--- config.mk ---
export PLATFORM = sky130hd
export DESIGN_NAME = reg_access_ctrl
export DESIGN_NICKNAME = d
export VERILOG_FILES = /design/src/rtl/reg_access_pkg.sv /design/src/rtl/reg_access_fifo.sv /design/src/rtl/reg_access_ctrl.sv
export SDC_FILE = /design/constraint.sdc
export NUM_CORES = 1
export LEC_CHECK = 0
export CAP_MARGIN = 20
export CORE_UTILIZATION = 53
export DETAILED_ROUTE_END_ITERATION = 7
export PLACE_DENSITY = 0.87
export SLEW_MARGIN = 30
export SYNTH_ARGS = -nofsm -noshare
export SYNTH_HDL_FRONTEND = slang
export SYNTH_SLANG_ARGS = --single-unit
--- constraint.sdc ---
create_clock -name clk -period 3.7 [get_ports clk]
set_input_delay 0.74 -clock clk [delete_from_list [all_inputs] [get_ports clk]]
set_output_delay 0.74 -clock clk [all_outputs]
set_load 0.005 [all_outputs]
--- src/rtl/reg_access_pkg.sv ---
// Shared definitions for the register access controller: default widths,
// the access timeout length and the controller state encoding.
package reg_access_pkg;

  localparam int DEF_ADDR_W     = 8;
  localparam int DEF_DATA_W     = 8;
  localparam int DEF_NUM_REGS   = 8;
  localparam int DEF_FIFO_DEPTH = 2;

  // Number of ACCESS cycles without dec_ready before the access is abandoned.
  localparam int TIMEOUT_CYCLES = 16;
  localparam int TMO_W          = $clog2(TIMEOUT_CYCLES);

  typedef enum logic [1:0] {
    ST_IDLE   = 2'd0,
    ST_SETUP  = 2'd1,
    ST_ACCESS = 2'd2,
    ST_RESP   = 2'd3
  } state_t;

  // A buffered request is {write, addr, wdata}.
  function automatic int entry_width(input int addr_w, input int data_w);
    return 1 + addr_w + data_w;
  endfunction

endpackage

--- src/rtl/reg_access_fifo.sv ---
// Small synchronous request buffer with show-ahead read data.
// A push while full or a pop while empty is ignored.
module reg_access_fifo #(
  parameter int DEPTH = 2,
  parameter int WIDTH = 17
) (
  input  logic             clk,
  input  logic             rst,
  input  logic             push,
  input  logic [WIDTH-1:0] din,
  input  logic             pop,
  output logic [WIDTH-1:0] dout,
  output logic             full,
  output logic             empty
);

  localparam int PTR_W = (DEPTH > 1) ? $clog2(DEPTH) : 1;
  localparam int CNT_W = $clog2(DEPTH + 1);

  logic [WIDTH-1:0] mem [DEPTH];
  logic [PTR_W-1:0] wr_ptr;
  logic [PTR_W-1:0] rd_ptr;
  logic [CNT_W-1:0] count;
  logic             do_push;
  logic             do_pop;

  // Pointers wrap at DEPTH so non power-of-two depths work too.
  function automatic logic [PTR_W-1:0] ptr_inc(input logic [PTR_W-1:0] p);
    return (p == PTR_W'(DEPTH - 1)) ? '0 : p + PTR_W'(1);
  endfunction

  assign do_push = push && !full;
  assign do_pop  = pop && !empty;
  assign full    = (count == CNT_W'(DEPTH));
  assign empty   = (count == '0);
  assign dout    = mem[rd_ptr];

  // Entry storage; contents are only meaningful while counted, so no reset.
  always_ff @(posedge clk) begin
    if (do_push) begin
      mem[wr_ptr] <= din;
    end
  end

  // Pointer and occupancy tracking; simultaneous push and pop keep the count.
  always_ff @(posedge clk) begin
    if (rst) begin
      wr_ptr <= '0;
      rd_ptr <= '0;
      count  <= '0;
    end else begin
      if (do_push) begin
        wr_ptr <= ptr_inc(wr_ptr);
      end
      if (do_pop) begin
        rd_ptr <= ptr_inc(rd_ptr);
      end
      case ({do_push, do_pop})
        2'b10:   count <= count + CNT_W'(1);
        2'b01:   count <= count - CNT_W'(1);
        default: count <= count;
      endcase
    end
  end

endmodule

--- src/rtl/reg_access_ctrl.sv ---
// Register access controller: buffers requests, runs each through a
// SETUP/ACCESS handshake on the decoder side and returns an in-order response.
// Out-of-range addresses bypass the decoder and answer with an error.
// Optional build macro REG_ACCESS_WAIT_EN adds the dec_ready input: ACCESS
// then waits for dec_ready and gives up with an error after TIMEOUT_CYCLES.
module reg_access_ctrl
  import reg_access_pkg::*;
#(
  parameter int ADDR_W     = DEF_ADDR_W,
  parameter int DATA_W     = DEF_DATA_W,
  parameter int NUM_REGS   = DEF_NUM_REGS,
  parameter int FIFO_DEPTH = DEF_FIFO_DEPTH
) (
  input  logic              clk,
  input  logic              rst,
  input  logic              req_valid,
  output logic              req_ready,
  input  logic              req_write,
  input  logic [ADDR_W-1:0] req_addr,
  input  logic [DATA_W-1:0] req_wdata,
  output logic              rsp_valid,
  input  logic              rsp_ready,
  output logic [DATA_W-1:0] rsp_rdata,
  output logic              rsp_err,
  output logic              dec_sel,
  output logic              dec_en,
  output logic              dec_wr,
  output logic [ADDR_W-1:0] dec_addr,
  output logic [DATA_W-1:0] dec_wdata,
`ifdef REG_ACCESS_WAIT_EN
  input  logic              dec_ready,
`endif
  input  logic [DATA_W-1:0] dec_rdata
);

  localparam int ENTRY_W = entry_width(ADDR_W, DATA_W);

  state_t              state;
  state_t              state_nxt;

  logic                fifo_push;
  logic                fifo_pop;
  logic                fifo_full;
  logic                fifo_empty;
  logic [ENTRY_W-1:0]  fifo_din;
  logic [ENTRY_W-1:0]  fifo_dout;

  logic                head_write;
  logic [ADDR_W-1:0]   head_addr;
  logic [DATA_W-1:0]   head_wdata;
  logic                head_ok;

  logic                load_ok;
  logic                load_err;
  logic                acc_done;
  logic                acc_err;
  logic                wr_q;

  // Address check done in 64 bits so NUM_REGS = 2**ADDR_W is handled.
  function automatic logic addr_in_range(input logic [ADDR_W-1:0] a);
    return 64'(a) < 64'(NUM_REGS);
  endfunction

  assign req_ready = !fifo_full;
  assign fifo_push = req_valid && req_ready;
  assign fifo_din  = {req_write, req_addr, req_wdata};

  assign head_write = fifo_dout[ENTRY_W-1];
  assign head_addr  = fifo_dout[DATA_W +: ADDR_W];
  assign head_wdata = fifo_dout[DATA_W-1:0];
  assign head_ok    = addr_in_range(head_addr);

  reg_access_fifo #(
    .DEPTH (FIFO_DEPTH),
    .WIDTH (ENTRY_W)
  ) u_fifo (
    .clk   (clk),
    .rst   (rst),
    .push  (fifo_push),
    .din   (fifo_din),
    .pop   (fifo_pop),
    .dout  (fifo_dout),
    .full  (fifo_full),
    .empty (fifo_empty)
  );

`ifdef REG_ACCESS_WAIT_EN
  logic [TMO_W-1:0] tmo_cnt;

  // Counts consecutive ACCESS cycles; cleared whenever the FSM is elsewhere.
  always_ff @(posedge clk) begin
    if (rst) begin
      tmo_cnt <= '0;
    end else if (state == ST_ACCESS) begin
      tmo_cnt <= tmo_cnt + TMO_W'(1);
    end else begin
      tmo_cnt <= '0;
    end
  end
`endif

  // Controller state register.
  always_ff @(posedge clk) begin
    if (rst) begin
      state <= ST_IDLE;
    end else begin
      state <= state_nxt;
    end
  end

  // Next-state logic, FIFO pop and the load/complete strobes for the datapath.
  always_comb begin
    state_nxt = state;
    fifo_pop  = 1'b0;
    load_ok   = 1'b0;
    load_err  = 1'b0;
    acc_done  = 1'b0;
    acc_err   = 1'b0;
    unique case (state)
      ST_IDLE: begin
        if (!fifo_empty) begin
          fifo_pop = 1'b1;
          if (head_ok) begin
            load_ok   = 1'b1;
            state_nxt = ST_SETUP;
          end else begin
            load_err  = 1'b1;
            state_nxt = ST_RESP;
          end
        end
      end
      ST_SETUP: begin
        state_nxt = ST_ACCESS;
      end
      ST_ACCESS: begin
`ifdef REG_ACCESS_WAIT_EN
        if (dec_ready) begin
          acc_done = 1'b1;
        end else if (tmo_cnt == TMO_W'(TIMEOUT_CYCLES - 1)) begin
          acc_done = 1'b1;
          acc_err  = 1'b1;
        end
`else
        acc_done = 1'b1;
`endif
        if (acc_done) begin
          state_nxt = ST_RESP;
        end
      end
      ST_RESP: begin
        if (rsp_ready) begin
          state_nxt = ST_IDLE;
        end
      end
      default: begin
        state_nxt = ST_IDLE;
      end
    endcase
  end

  // Decoder request fields latched on pop; response captured when ACCESS ends.
  // These drive outputs directly, so they are reset to give all-zero outputs.
  always_ff @(posedge clk) begin
    if (rst) begin
      wr_q      <= 1'b0;
      dec_addr  <= '0;
      dec_wdata <= '0;
      rsp_rdata <= '0;
      rsp_err   <= 1'b0;
    end else begin
      if (load_ok) begin
        wr_q      <= head_write;
        dec_addr  <= head_addr;
        dec_wdata <= head_wdata;
      end
      if (load_ok || load_err) begin
        rsp_rdata <= '0;
        rsp_err   <= load_err;
      end
      if (acc_done) begin
        rsp_rdata <= (wr_q || acc_err) ? '0 : dec_rdata;
        rsp_err   <= acc_err;
      end
    end
  end

  assign rsp_valid = (state == ST_RESP);
  assign dec_sel   = (state == ST_SETUP) || (state == ST_ACCESS);
  assign dec_en    = (state == ST_ACCESS);
  assign dec_wr    = wr_q && dec_sel;

endmodule

==> results of run 1 <==
## cell usage in the layout (no fill, tap or decap), drive strengths merged
cell type,netlist,routed
o21ai,2,2
clkbuf,5,14
nand2b,1,1
a221oi,1,1
o211a,1,1
nor2,13,13
or3b,1,1
nand3b,1,1
xor2,1,1
edfxtp,34,34
or4,3,3
dfxtp,33,33
nor2b,2,2
and3,6,6
or4b,1,1
mux2i,12,12
ha,5,5
clkinv,1,2
xnor2,2,2
a21oi,2,2
bufinv,0,1
and2,1,1
a21bo,1,1
o32ai,1,1
nor3b,1,1
nand2,25,25
a32oi,8,8
mux2,12,12
inv,6,6
a221o,1,1
o2111a,1,1
clkdlybuf4s50,0,58
or3,2,2
## worst paths after layout
path / endpoint / slack [ns]
worst min-delay path: dec_addr[0]$_SDFFE_PP0P_ / 0.46
worst max-delay path: dec_wr / 1.17
worst max register to register: dec_addr[3]$_SDFFE_PP0P_ / 1.29
worst min register to register: dec_addr[0]$_SDFFE_PP0P_ / 0.46
## cells by family (layout without fill, tap and decap cells)
logic type,Yosys count,after routing,synth area share
AOI/OAI and AO/OA,18,18,0.0590
xor gates and xnor gates,3,3,0.0104
adders and majority gates,5,5,0.0248
buffers and inverters,15,81,0.0283
DFF,67,67,0.666
muxes,24,24,0.101
and+or+nand+nor,57,57,0.110
## area by class of cell
type | instances | share of cell area
Inverter | 7 | 0.00791
Clock inverter | 2 | 0.0105
Tap cell | 52 | 0.0196
Timing Repair Buffer | 58 | 0.175
Sequential cell | 67 | 0.506
Multi-Input combinational cell | 107 | 0.232
Clock buffer | 14 | 0.0490
## worst min-delay path: stages (launching register included)
cell,delay (ns)
dfxtp_1,0.31
nand2_1,0.05
mux2i_1,0.06
## layer usage
layer | vias up | track usage | part of all wire
li1 | 809 | - | -
met1 | 807 | 0.253 | 0.41
met2 | 60 | 0.341 | 0.52
met3 | 14 | 0.0627 | 0.043
met4 | 0 | 0.142 | 0.034
met5 | - | 0 | 0
## through the flow
| step | std cells | cell area [um2] | hold slack (ns) |
|---|---|---|---|
| finish | 307 | 3320 | 0.462 |
| global route | 307 | 3320 | 0.486 |
| CTS | 307 | 3320 | 0.466 |
| detailed placement | 291 | 3120 | 0.451 |
| global placement | 291 | 3120 | 0.446 |
| floorplan | 189 | 2520 | 0.447 |
## sequential cells by signal, indices dropped and copies added, names as in the netlist, named ones only
register,flops
wr_q,1
rsp_err,1
u_fifo.mem,34
rsp_rdata,8
state,2
dec_addr,8
dec_wdata,8
u_fifo.rd_ptr,1
u_fifo.count,2
u_fifo.wr_ptr,1
## power breakdown
part / internal (mW) / leakage, nW / switching [mW]
Clock: 0.348 / 0.101 / 0.252
Sequential: 0.901 / 0.586 / 0.0732
Combinational: 0.263 / 0.615 / 0.254
Total: 1.51 / 1.30 / 0.579
==> flow_summary.ini, run 1 <==
[final_layout]
antennaDiodeCount = 0
fin_util = 0.742
syn_to_final_growth_pct = 31.6
layout.nets = 284
fill_cells = 302
seq_area_um2 = 1680
drive_above_1_share = 0.106
multi_input_area_um2 = 771

[worst_setup_path]
worstSetupPathType = flip-flop to output port
worstPathCellList = inv_1, ha_1, and2_1, clkdlybuf4s50_1
cp.depth = 4
crit_arrival_ns = 1.79
cp_num_buf_inv = 2
rr_worst_depth = 3
worstPathMaxFanout = 3
crit_required_ns = 2.96
setup.worst_path.end_class = output port
max_stage_delay_ns = 0.51
critPathLaunchType = flip-flop
cpMaxStageDelayCell = clkdlybuf4s50_1
cp_top_family = buffers and inverters
crit_start = state[0]$_SDFFE_PP0P_

[pwr]
ir_drop_uv = 500
p_per_area_nw_per_um2 = 629
power_mw = 2.09
p_leak_nw = 1.30

[clocking]
cts_tree = built
cts_hold_buf = 0
clk_latency_ns = 0.33
postCtsSetupRepairBufs = 0
cts_made_buffers = 9
cts.clk_slew.worst_paths_ns = 0.06
root_buffer = clkbuf_8
cts_num_sinks = 67
h-tree-depth = 3
post_cts_resize_count = 0
cts_buffer_depth = 2

[timing]
setup_ws_ns = 1.17
setup_viol = 0
finalMaxSlewViolations = 0
rsz0062_at_grt = no
finClkSkew_ns = 0.0110
setup_tns_ns = 0
hold_viol_final = 0
worst_pin_slew_ns = 0.870
slew-limit-headroom = 0.419
fmaxAchievable_ghz = 0.395
period_share = 0.685
fin_crit_ns = 2.53

[die]
rows = 24
core_um2 = 4470
dieArea_um2 = 5040
boundaryPins = 59
initial_core_util = 0.564
die_y_um = 71.0
fp.dieW_um = 71.0

[routing]
wl_per_cell_um = 15.9
via_per_inst = 5.50
drtAntennaViolNets = 0
first_pass_iters = 6
vias = 1690
drtIter0Drc = 94
totalWireLength_um = 4890
drc = 2

[synth]
synth.yosys.seq_area_share = 0.666
synth_flop_cell = edfxtp_1
syn_nets = 223
yosys.area.top_type_share = 0.405
syn_area_per_cell_um2 = 13.4
synth_most_common_cell = edfxtp_1
yosys_warnings = 0
ys_top_cells_by_area = edfxtp_1 40%, dfxtp_1 26%, mux2_2 5.4%
synth_edf_count = 34
ys_types = 35
ys_ff_latch = 67
synthCells = 189
yosysTopAreaCell = edfxtp_1
syn_area_um2 = 2520
synth_common_cells = 34 x edfxtp_1, 33 x dfxtp_1, 25 x nand2_1
synth-async-reset-ratio = 0

[global_route]
grt_max_degree = 32
overflow = 0
antenna_found_initial = 0
grt_pass1_vias = 1620
track_usage = 0.214
grt_pass1_wl_um = 7800

[placed_design]
hpwl_um = 3190
port_buffers = 58
finalWeightedCongestion = 0.865
pre_cts_slack_ns = 1.07

[run_status]
violations = design-rule violations
outcome = complete, but fails checks

[hold_path]
min_path_cells = 2
hp-class = flip-flop to flip-flop
hold_start = dec_addr[0]$_SDFFE_PP0P_

[flow_run]
cap_violations = 0
Note: power is estimated with default switching activity, not from simulation.
==> run 2: changes to the inputs <==
--- a/config.mk
+++ b/config.mk
@@ -6,9 +6,9 @@
 export NUM_CORES = 1
 export LEC_CHECK = 0
 export CAP_MARGIN = 20
-export CORE_UTILIZATION = 53
+export CORE_UTILIZATION = 49
 export DETAILED_ROUTE_END_ITERATION = 7
-export PLACE_DENSITY = 0.87
+export PLACE_DENSITY = 0.82
 export SLEW_MARGIN = 30
 export SYNTH_ARGS = -nofsm -noshare
 export SYNTH_HDL_FRONTEND = slang
==> constraint.sdc (replaced) <==
create_clock -name clk -period 2.44 [get_ports clk]
set_input_delay 0.488 -clock clk [delete_from_list [all_inputs] [get_ports clk]]
set_output_delay 0.488 -clock clk [all_outputs]
set_load 0.005 [all_outputs]
==> run 2 against run 1 <==
Compared with the run above:
- the run now ends clean
- core utilization down 3.9 points
- combinational power is 63% higher
- clock skew shrank 0.0042 ns
- die area up 7.9%
- wire length increased by 1.7%
- power is 58% higher
- final area increased by 2.7%
- hold slack improved by 0.0018 ns
- via count is 0.53% lower
- clock-buffer cell count shrank 1
- sequential share of layout area down 1.3 points
- largest power group unchanged
==> flow_summary.ini, run 2 (synthesis results as in run 1) <==
[run_status]
outcome = finished, final reports clean

[global_route]
grt_pass1_vias = 1718
grt_pass1_wl_um = 7890
antenna_found_initial = 0
track_usage = 0.205
grt_max_degree = 32
overflow = 0

[timing]
fmaxAchievable_ghz = 0.442
worst_pin_slew_ns = 0.875
period_share = 0.928
slew-limit-headroom = 0.417
rsz0062_at_grt = no
finalMaxSlewViolations = 0
worst_hold_slack_ns = 0.464
setup_tns_ns = 0
setup_ws_ns = 0.175
finClkSkew_ns = 0.00679
hold_viol_final = 0
fin_crit_ns = 2.26
setup_viol = 0

[die]
die_y_um = 73.8
dieArea_um2 = 5440
fp.dieW_um = 73.8
initial_core_util = 0.521
core_um2 = 4850
rows = 25
boundaryPins = 59

[clocking]
postCtsSetupRepairBufs = 0
cts_hold_buf = 0
clk_latency_ns = 0.34
cts_tree = built
h-tree-depth = 3
cts_made_buffers = 9
root_buffer = clkbuf_8
cts.clk_slew.worst_paths_ns = 0.07
cts_num_sinks = 67
post_cts_resize_count = 0
cts_buffer_depth = 2

[pwr]
p_leak_nw = 1.35
ir_drop_uv = 538
p_per_area_nw_per_um2 = 970

[worst_setup_path]
worstSetupPathType = flip-flop to output port
crit_required_ns = 1.95
crit_arrival_ns = 1.78
critPathLaunchType = flip-flop
setup.worst_path.end_class = output port
worstPathMaxFanout = 3

[routing]
wl_per_cell_um = 15.2
vias = 1681
via_per_inst = 5.14
drc = 0
drtIter0Drc = 81
first_pass_iters = 4
drtAntennaViolNets = 0
totalWireLength_um = 4970

[final_layout]
regMostFlops = u_fifo.mem
largest_reg_flops = 34
fill_cells = 342
drive_above_1_share = 0.131
layout.nets = 289
most-common-layout-cells = 58 x clkdlybuf4s50_1, 34 x edfxtp_1, 33 x dfxtp_1
layout_commonest_cell = clkdlybuf4s50_1
antennaDiodeCount = 0
syn_to_final_growth_pct = 35.2

[placed_design]
port_buffers = 58
finalWeightedCongestion = 0.777
hpwl_um = 3350
pre_cts_slack_ns = 0.414

[hold_path]
hp-class = flip-flop to flip-flop

[flow_run]
cap_violations = 0
## run 2: changes by cell type in the layout (fill, tap and decap cells not counted), sizes merged
cell / previous run / this run
clkinv: 2 / 3
clkbuf: 14 / 13
buf: 0 / 5
## run 2: metrics by stage
| step | area (um2) | utilization | total power [mW] | cells |
|---|---|---|---|---|
| final | 3410 | 0.704 | 3.31 | 327 |
| after global routing | 3410 | 0.704 | 3.48 | 327 |
| after CTS | 3410 | 0.704 | 3.33 | 327 |
| after detailed placement | 3180 | 0.656 | 2.30 | 311 |
| after global placement | 3180 | 0.656 | 2.26 | 311 |
| after floorplan | 2520 | - | 1.96 | 189 |
## run 2: per-layer routing
layer | global-route usage | routed length, um | share of wire | vias to the layer above
met5 | 0 | 0 | 0 | -
met2 | 0.344 | 2600 | 0.52 | 53
li1 | - | - | - | 818
met1 | 0.223 | 2020 | 0.41 | 796
met3 | 0.0686 | 222 | 0.045 | 14
met4 | 0.126 | 133 | 0.027 | 0
## run 2: worst paths after layout
| check | from | end | slack [ns] | cells past startpoint |
|---|---|---|---|---|
| worst min register to register | dec_wdata[5]$_SDFFE_PP0P_ | dec_wdata[5]$_SDFFE_PP0P_ | 0.46 | 2 |
| worst max-delay path | state[0]$_SDFFE_PP0P_ | dec_wr | 0.18 | 4 |
| worst max register to register | u_fifo.mem[0][15]$_DFFE_PP_ | dec_addr[6]$_SDFFE_PP0P_ | 0.40 | 3 |
| worst min-delay path | dec_wdata[5]$_SDFFE_PP0P_ | dec_wdata[5]$_SDFFE_PP0P_ | 0.46 | 2 |
## run 2: cell type report
cell class	count	area, um2	share of cell area
inverters	7	26.3	0.00770
well taps	67	83.8	0.0246
repair buffers	63	618	0.181
flip-flops and latches	67	1680	0.493
clock buffers	13	191	0.0561
multi-input cells	107	771	0.226
clock inverters	3	40.0	0.0117
## run 2: where the power goes
part | internal (mW) | switching, mW
Sequential | 1.36 | 0.0838
Clock | 0.621 | 0.397
Combinational | 0.428 | 0.417
Total | 2.41 | 0.898
## run 2: critical path, cell delays in order, from the launching register on
cell and delay [ns]:
dfxtp_1 0.37, inv_1 0.10, ha_1 0.34, and2_1 0.13, clkdlybuf4s50_1 0.51
==> run 3: changes to the inputs <==
--- a/config.mk
+++ b/config.mk
@@ -5,8 +5,10 @@
 export SDC_FILE = /design/constraint.sdc
 export NUM_CORES = 1
 export LEC_CHECK = 0
+export ABC_CLOCK_PERIOD_IN_PS = 2440
 export CAP_MARGIN = 20
 export CORE_UTILIZATION = 49
+export CTS_CLUSTER_SIZE = 8
 export DETAILED_ROUTE_END_ITERATION = 7
 export PLACE_DENSITY = 0.82
 export SLEW_MARGIN = 30
==> results of run 3 <==
No change in the layout: final DEF, timing and power equal those of run 2.
